==> src/rtl/alu_issue.sv <==
// RV32I decode-and-issue stage: decodes OP/OP-IMM/LUI/AUIPC into ALU op + operands behind a two-entry skid buffer.
// Optional illegal-instruction drain counter enabled by defining ALU_ISSUE_ILLEGAL_CNT_EN.
module alu_issue #(
  parameter int N_BITS = 32
) (
  input  logic              clk,
  input  logic              rst_n,
  input  logic              flush,
  input  logic              inst_valid,
  output logic              inst_ready,
  input  logic [31:0]       inst,
  input  logic [N_BITS-1:0] pc,
  input  logic [N_BITS-1:0] rs1_data,
  input  logic [N_BITS-1:0] rs2_data,
  output logic              ex_valid,
  input  logic              ex_ready,
  output logic [3:0]        ex_alu_op,
  output logic [N_BITS-1:0] ex_in0,
  output logic [N_BITS-1:0] ex_in1,
  output logic [4:0]        ex_rd,
  output logic              ex_illegal
`ifdef ALU_ISSUE_ILLEGAL_CNT_EN
  ,
  output logic [15:0]       illegal_cnt
`endif
);

  typedef struct packed {
    logic              illegal;
    logic [3:0]        op;
    logic [N_BITS-1:0] in0;
    logic [N_BITS-1:0] in1;
    logic [4:0]        rd;
  } entry_t;

  localparam logic [6:0] OPC_OP    = 7'b0110011;
  localparam logic [6:0] OPC_OPIMM = 7'b0010011;
  localparam logic [6:0] OPC_LUI   = 7'b0110111;
  localparam logic [6:0] OPC_AUIPC = 7'b0010111;

  logic [6:0] opcode;
  logic [2:0] funct3;
  logic [6:0] funct7;
  logic       legal;
  logic       is_shift;
  entry_t     dec;

  assign opcode = inst[6:0];
  assign funct3 = inst[14:12];
  assign funct7 = inst[31:25];

  // Register numbers for rs1/rs2 are resolved upstream; only the data arrives here.
  logic unused_rs1_field;
  assign unused_rs1_field = ^inst[19:15];

  always_comb begin
    dec      = '0;
    dec.rd   = inst[11:7];
    legal    = 1'b0;
    is_shift = (funct3 == 3'b001) || (funct3 == 3'b101);
    case (opcode)
      OPC_OP: begin
        legal = (funct7 == 7'b0000000) ||
                ((funct7 == 7'b0100000) && ((funct3 == 3'b000) || (funct3 == 3'b101)));
        dec.op  = {funct3, ((funct3 == 3'b000) || (funct3 == 3'b101)) ? funct7[5] : 1'b0};
        dec.in0 = rs1_data;
        dec.in1 = rs2_data;
      end
      OPC_OPIMM: begin
        legal = !(is_shift && (funct7 != 7'b0000000) && (funct7 != 7'b0100000)) &&
                !((funct3 == 3'b001) && inst[30]);
        // Only SRLI/SRAI take bit 30 as the op modifier; ADDI with bit 30 set stays ADD.
        dec.op  = {funct3, (funct3 == 3'b101) ? inst[30] : 1'b0};
        dec.in0 = rs1_data;
        dec.in1 = is_shift ? {{(N_BITS-5){1'b0}}, inst[24:20]}
                           : {{(N_BITS-12){inst[31]}}, inst[31:20]};
      end
      OPC_LUI: begin
        legal   = 1'b1;
        dec.op  = 4'b0000;
        dec.in0 = '0;
        dec.in1 = {inst[31:12], 12'b0};
      end
      OPC_AUIPC: begin
        legal   = 1'b1;
        dec.op  = 4'b0000;
        dec.in0 = pc;
        dec.in1 = {inst[31:12], 12'b0};
      end
      default: legal = 1'b0;
    endcase
    if (!legal) begin
      dec.op  = 4'b0000;
      dec.in0 = '0;
      dec.in1 = '0;
    end
    dec.illegal = !legal;
  end

  entry_t main_reg, main_next, skid_reg, skid_next;
  logic   main_valid_reg, main_valid_next;
  logic   skid_valid_reg, skid_valid_next;
  logic   ready_reg;
  logic   accept, drain;

  assign accept = inst_valid & ready_reg & ~flush;
  assign drain  = main_valid_reg & ex_ready & ~flush;

  always_comb begin
    main_next       = main_reg;
    main_valid_next = main_valid_reg;
    skid_next       = skid_reg;
    skid_valid_next = skid_valid_reg;
    if (flush) begin
      main_valid_next = 1'b0;
      skid_valid_next = 1'b0;
    end else if (drain) begin
      // inst_ready is low whenever skid is occupied, so accept and skid refill never coincide.
      if (skid_valid_reg) begin
        main_next       = skid_reg;
        skid_valid_next = 1'b0;
      end else if (accept) begin
        main_next = dec;
      end else begin
        main_valid_next = 1'b0;
      end
    end else if (accept) begin
      if (!main_valid_reg) begin
        main_next       = dec;
        main_valid_next = 1'b1;
      end else begin
        skid_next       = dec;
        skid_valid_next = 1'b1;
      end
    end
  end

  always_ff @(posedge clk) begin
    if (!rst_n) begin
      main_reg       <= '0;
      skid_reg       <= '0;
      main_valid_reg <= 1'b0;
      skid_valid_reg <= 1'b0;
      ready_reg      <= 1'b0;
    end else begin
      main_reg       <= main_next;
      skid_reg       <= skid_next;
      main_valid_reg <= main_valid_next;
      skid_valid_reg <= skid_valid_next;
      ready_reg      <= ~skid_valid_next;
    end
  end

  assign inst_ready = ready_reg;
  assign ex_valid   = main_valid_reg;
  assign ex_alu_op  = main_reg.op;
  assign ex_in0     = main_reg.in0;
  assign ex_in1     = main_reg.in1;
  assign ex_rd      = main_reg.rd;
  assign ex_illegal = main_reg.illegal;

`ifdef ALU_ISSUE_ILLEGAL_CNT_EN
  logic [15:0] illegal_cnt_reg;

  always_ff @(posedge clk) begin
    if (!rst_n) begin
      illegal_cnt_reg <= '0;
    end else if (drain && main_reg.illegal && (illegal_cnt_reg != 16'hFFFF)) begin
      illegal_cnt_reg <= illegal_cnt_reg + 16'd1;
    end
  end

  assign illegal_cnt = illegal_cnt_reg;
`else
  // Counter absent: illegal entries are still flagged on ex_illegal.
`endif

endmodule

==> config.mk <==
export PLATFORM = sky130hd
export DESIGN_NAME = alu_issue
export DESIGN_NICKNAME = d
export VERILOG_FILES = /design/src/rtl/alu_issue.sv
export SDC_FILE = /design/constraint.sdc
export NUM_CORES = 1
export LEC_CHECK = 0
export CELL_PAD_IN_SITES_DETAIL_PLACEMENT = 1
export CELL_PAD_IN_SITES_GLOBAL_PLACEMENT = 2
export CORE_ASPECT_RATIO = 0.5
export CORE_MARGIN = 4
export CORE_UTILIZATION = 28
export CTS_CLUSTER_DIAMETER = 120
export CTS_CLUSTER_SIZE = 10
export DETAILED_ROUTE_END_ITERATION = 8
export GPL_TIMING_DRIVEN = 1
export HOLD_SLACK_MARGIN = 0.05
export PLACE_DENSITY_LB_ADDON = 0.08
export REMOVE_ABC_BUFFERS = 1
export SLEW_MARGIN = 10
export SYNTH_ARGS = -nofsm -noshare
export SYNTH_HDL_FRONTEND = slang
export SYNTH_SLANG_ARGS = --single-unit
==> constraint.sdc <==
create_clock -name clk -period 2 [get_ports clk]
set_input_delay 0.3 -clock clk [delete_from_list [all_inputs] [get_ports clk]]
set_output_delay 0.3 -clock clk [all_outputs]
set_load 0.05 [all_outputs]
==> flow_summary.ini <==
[sta]
maxSlewHeadroom_pct = 62.5
tightest_slew_ps = 560
finalSetupTns_ps = 0
finalHoldViolations = 0
rsz0062_at_grt = yes
post-route-period-util_pct = 97.1
finalCriticalPeriod_ps = 1940
finalSetupViolCount = 0
slew_viol_final = 0
skew_ps = 7.13
fmax_mhz = 515
setup_slack_ps = 58.2

[power]
p_int_uw = 5450
leakagePower_uw = 0.00454
seqPwrFrac_pct = 42.3
p_per_area_mw_per_mm2 = 640
power_uw = 7140
p_sw_uw = 1690
ir_worst_vdd_mv = 0.524
clockPowerShare_pct = 46.8
swShare_pct = 23.7
combPwrFrac_pct = 10.9

[worst_setup_path]
slowest_stage = clkdlybuf4s50_1
crit_path_start_kind = flip-flop
critPathKind = reg2out
path_cells = clkdlybuf4s50_1
cp_max_fo = 2
cp-end-kind = output port
critical_path_required_ps = 1700
cp_top_family = buffers and inverters
cp.arrival_ps = 1640
slowest_delay_ps = 820
crit_buf_inv = 1

[synthesis]
ys_types = 49
synth_edf_count = 0
synthDominantCellAreaShare_pct = 42.2
syn_avg_cell_area_um2 = 9.03
synthCells = 792
synth_most_common_cell = dfxtp_1
synth_area_leaders = dfxtp_1, a32o_1, nand2_1, mux2_2, a22o_1
yosys_register_bits = 151
yosys.area.top_type = dfxtp_1
ys_seq_area_share_pct = 42.2
synth_async_sr_flop_share_pct = 0
syn_area_mm2 = 0.00716
synth_common_cells = dfxtp_1, nand2_1, nor2_1, clkbuf_1, a32o_1
yosysWarnings = 0
synthFlopType = dfxtp_1

[grt]
grt_max_degree = 39
track_usage_pct = 20.2
grt_pass1_wl_um = 44200
grt_remaining_overflow = 0
grt_pass1_vias = 7766
antenna_found_initial = 0

[outcome]
status = completed

[die]
die_h_um = 121
coreArea_mm2 = 0.0252
die_area_mm2 = 0.0283
rows = 41
initial_core_util_pct = 28.4
die_w_um = 234
io_pins = 209

[finish]
largest_register_ffs = 74
seq_area_mm2 = 0.00302
area_delta_synth_final_pct = 55.9
nets = 1201
final_cell_area_mm2 = 0.0112
multi_input_area_mm2 = 0.00374
layout.cells.non_filler = 1425
antenna_cells = 0
drive_gt1_share_pct = 22.2
fillers = 2925

[placed_design]
gp_congestion = 0.750
placed_area_mm2 = 0.0104
place_inst = 1383
hpwlAfterDp_um = 19500
dp_slack_ps = -587
port_buffers = 208

[drt]
drtIter0Drc = 321
via_per_inst = 5.02
vias = 7154
drtAntennaViolNets = 0
firstDrtPassIters = 4
wl_per_cell_um = 19.7
drt_wl_total_um = 28100
drc = 0

[clock_network]
path_clk_slew_ps = 60
numCtsBuffers = 17
cts_tree = yes
clk_latency_ps = 450
cts_buffer_depth = 2
htree_levels = 4
cts_root_buffer = clkbuf_16
cts_sinks = 151

[worst_hold_path]
hold_class = in2reg

[flow_run]
drv_cap = 0
## cell type report
type	instances	share of cell area (%)
tap	344	3.86
sequential	151	27.1
inverter	23	0.774
timing repair buffer	333	29.3
clock buffer	25	4.62
multi-input combinational	542	33.6
clock inverter	7	0.808
## through the flow
step	util (%)	hold slack [ps]
2_1_floorplan	-	408
3_3_place_gp	41.2	434
3_5_place_dp	41.2	446
4_1_cts	44.0	301
5_1_grt	44.3	230
6_report	44.3	227
## worst reg2reg max path, stage by stage, from the launching register on
cell	delay (ps)
dfxtp_1	370
inv_1	150
nor4_4	290
buf_4	230
nand2_2	140
a21oi_4	270
buf_6	150
buf_16	130
a22o_1	120
## repair_timing
action / 4_1_cts / 5_1_grt
resized for setup: 12 / 18
setup endpoints to repair: 81 / 65
cloned: 4 / 0
endpoints found under the hold margin: 0 / 0
pin swaps: 3 / 7
hold buffers: 0 / 0
buffers inserted: 3 / 3
## power by group through the flow
stage               clock network (uW)  registers [uW]  logic, uW
floorplan                            0            3110        200
global placement                     0            3090        771
CTS                               3440            3020        780
global route                      3580            3020        836
detailed placement                   0            3090        777
finish                            3340            3020        777
## cell families after synthesis
logic type | share of synthesized area [%]
compound gates | 31.5
xor+xnor | 0.122
buf+inv | 6.30
flops | 42.2
mux | 6.43
simple gates | 13.4
## cells in the final DEF, fill, tap and decap left out, types with 9 or more instances in the layout
cell type	instances
a22oi_1	32
a211oi_1	18
o21ai_2	20
clkbuf_16	17
nand2_1	106
a22o_1	33
o21ai_0	28
clkdlybuf4s50_1	192
buf_12	15
dlymetal6s2s_1	9
a21oi_1	24
inv_1	21
mux2_2	32
dfxtp_1	151
nand3_1	18
o21a_1	20
nor2_1	74
mux2i_1	10
a221o_1	19
a32o_1	41
buf_4	104
## final timing paths
check | start | to | slack, ps | depth (start not counted)
worst min register to register | skid_reg[20] | skid_reg[20] | 460 | 2
worst min-delay path | inst[13] | ex_alu_op[2] | 230 | 2
worst max register to register | ex_valid | skid_reg[36] | 110 | 8
worst max-delay path | ex_in1[12] | ex_in1[12] | 60 | 1
## metal layers
| layer | share of wire (%) | GRT usage, % |
|---|---|---|
| met3 | 4.7 | 5.25 |
| met4 | 0.86 | 4.48 |
| met1 | 47 | 26.5 |
| met5 | 0 | 0 |
| met2 | 47 | 33.5 |
No activity file was read; power rests on OpenSTA's default activity.
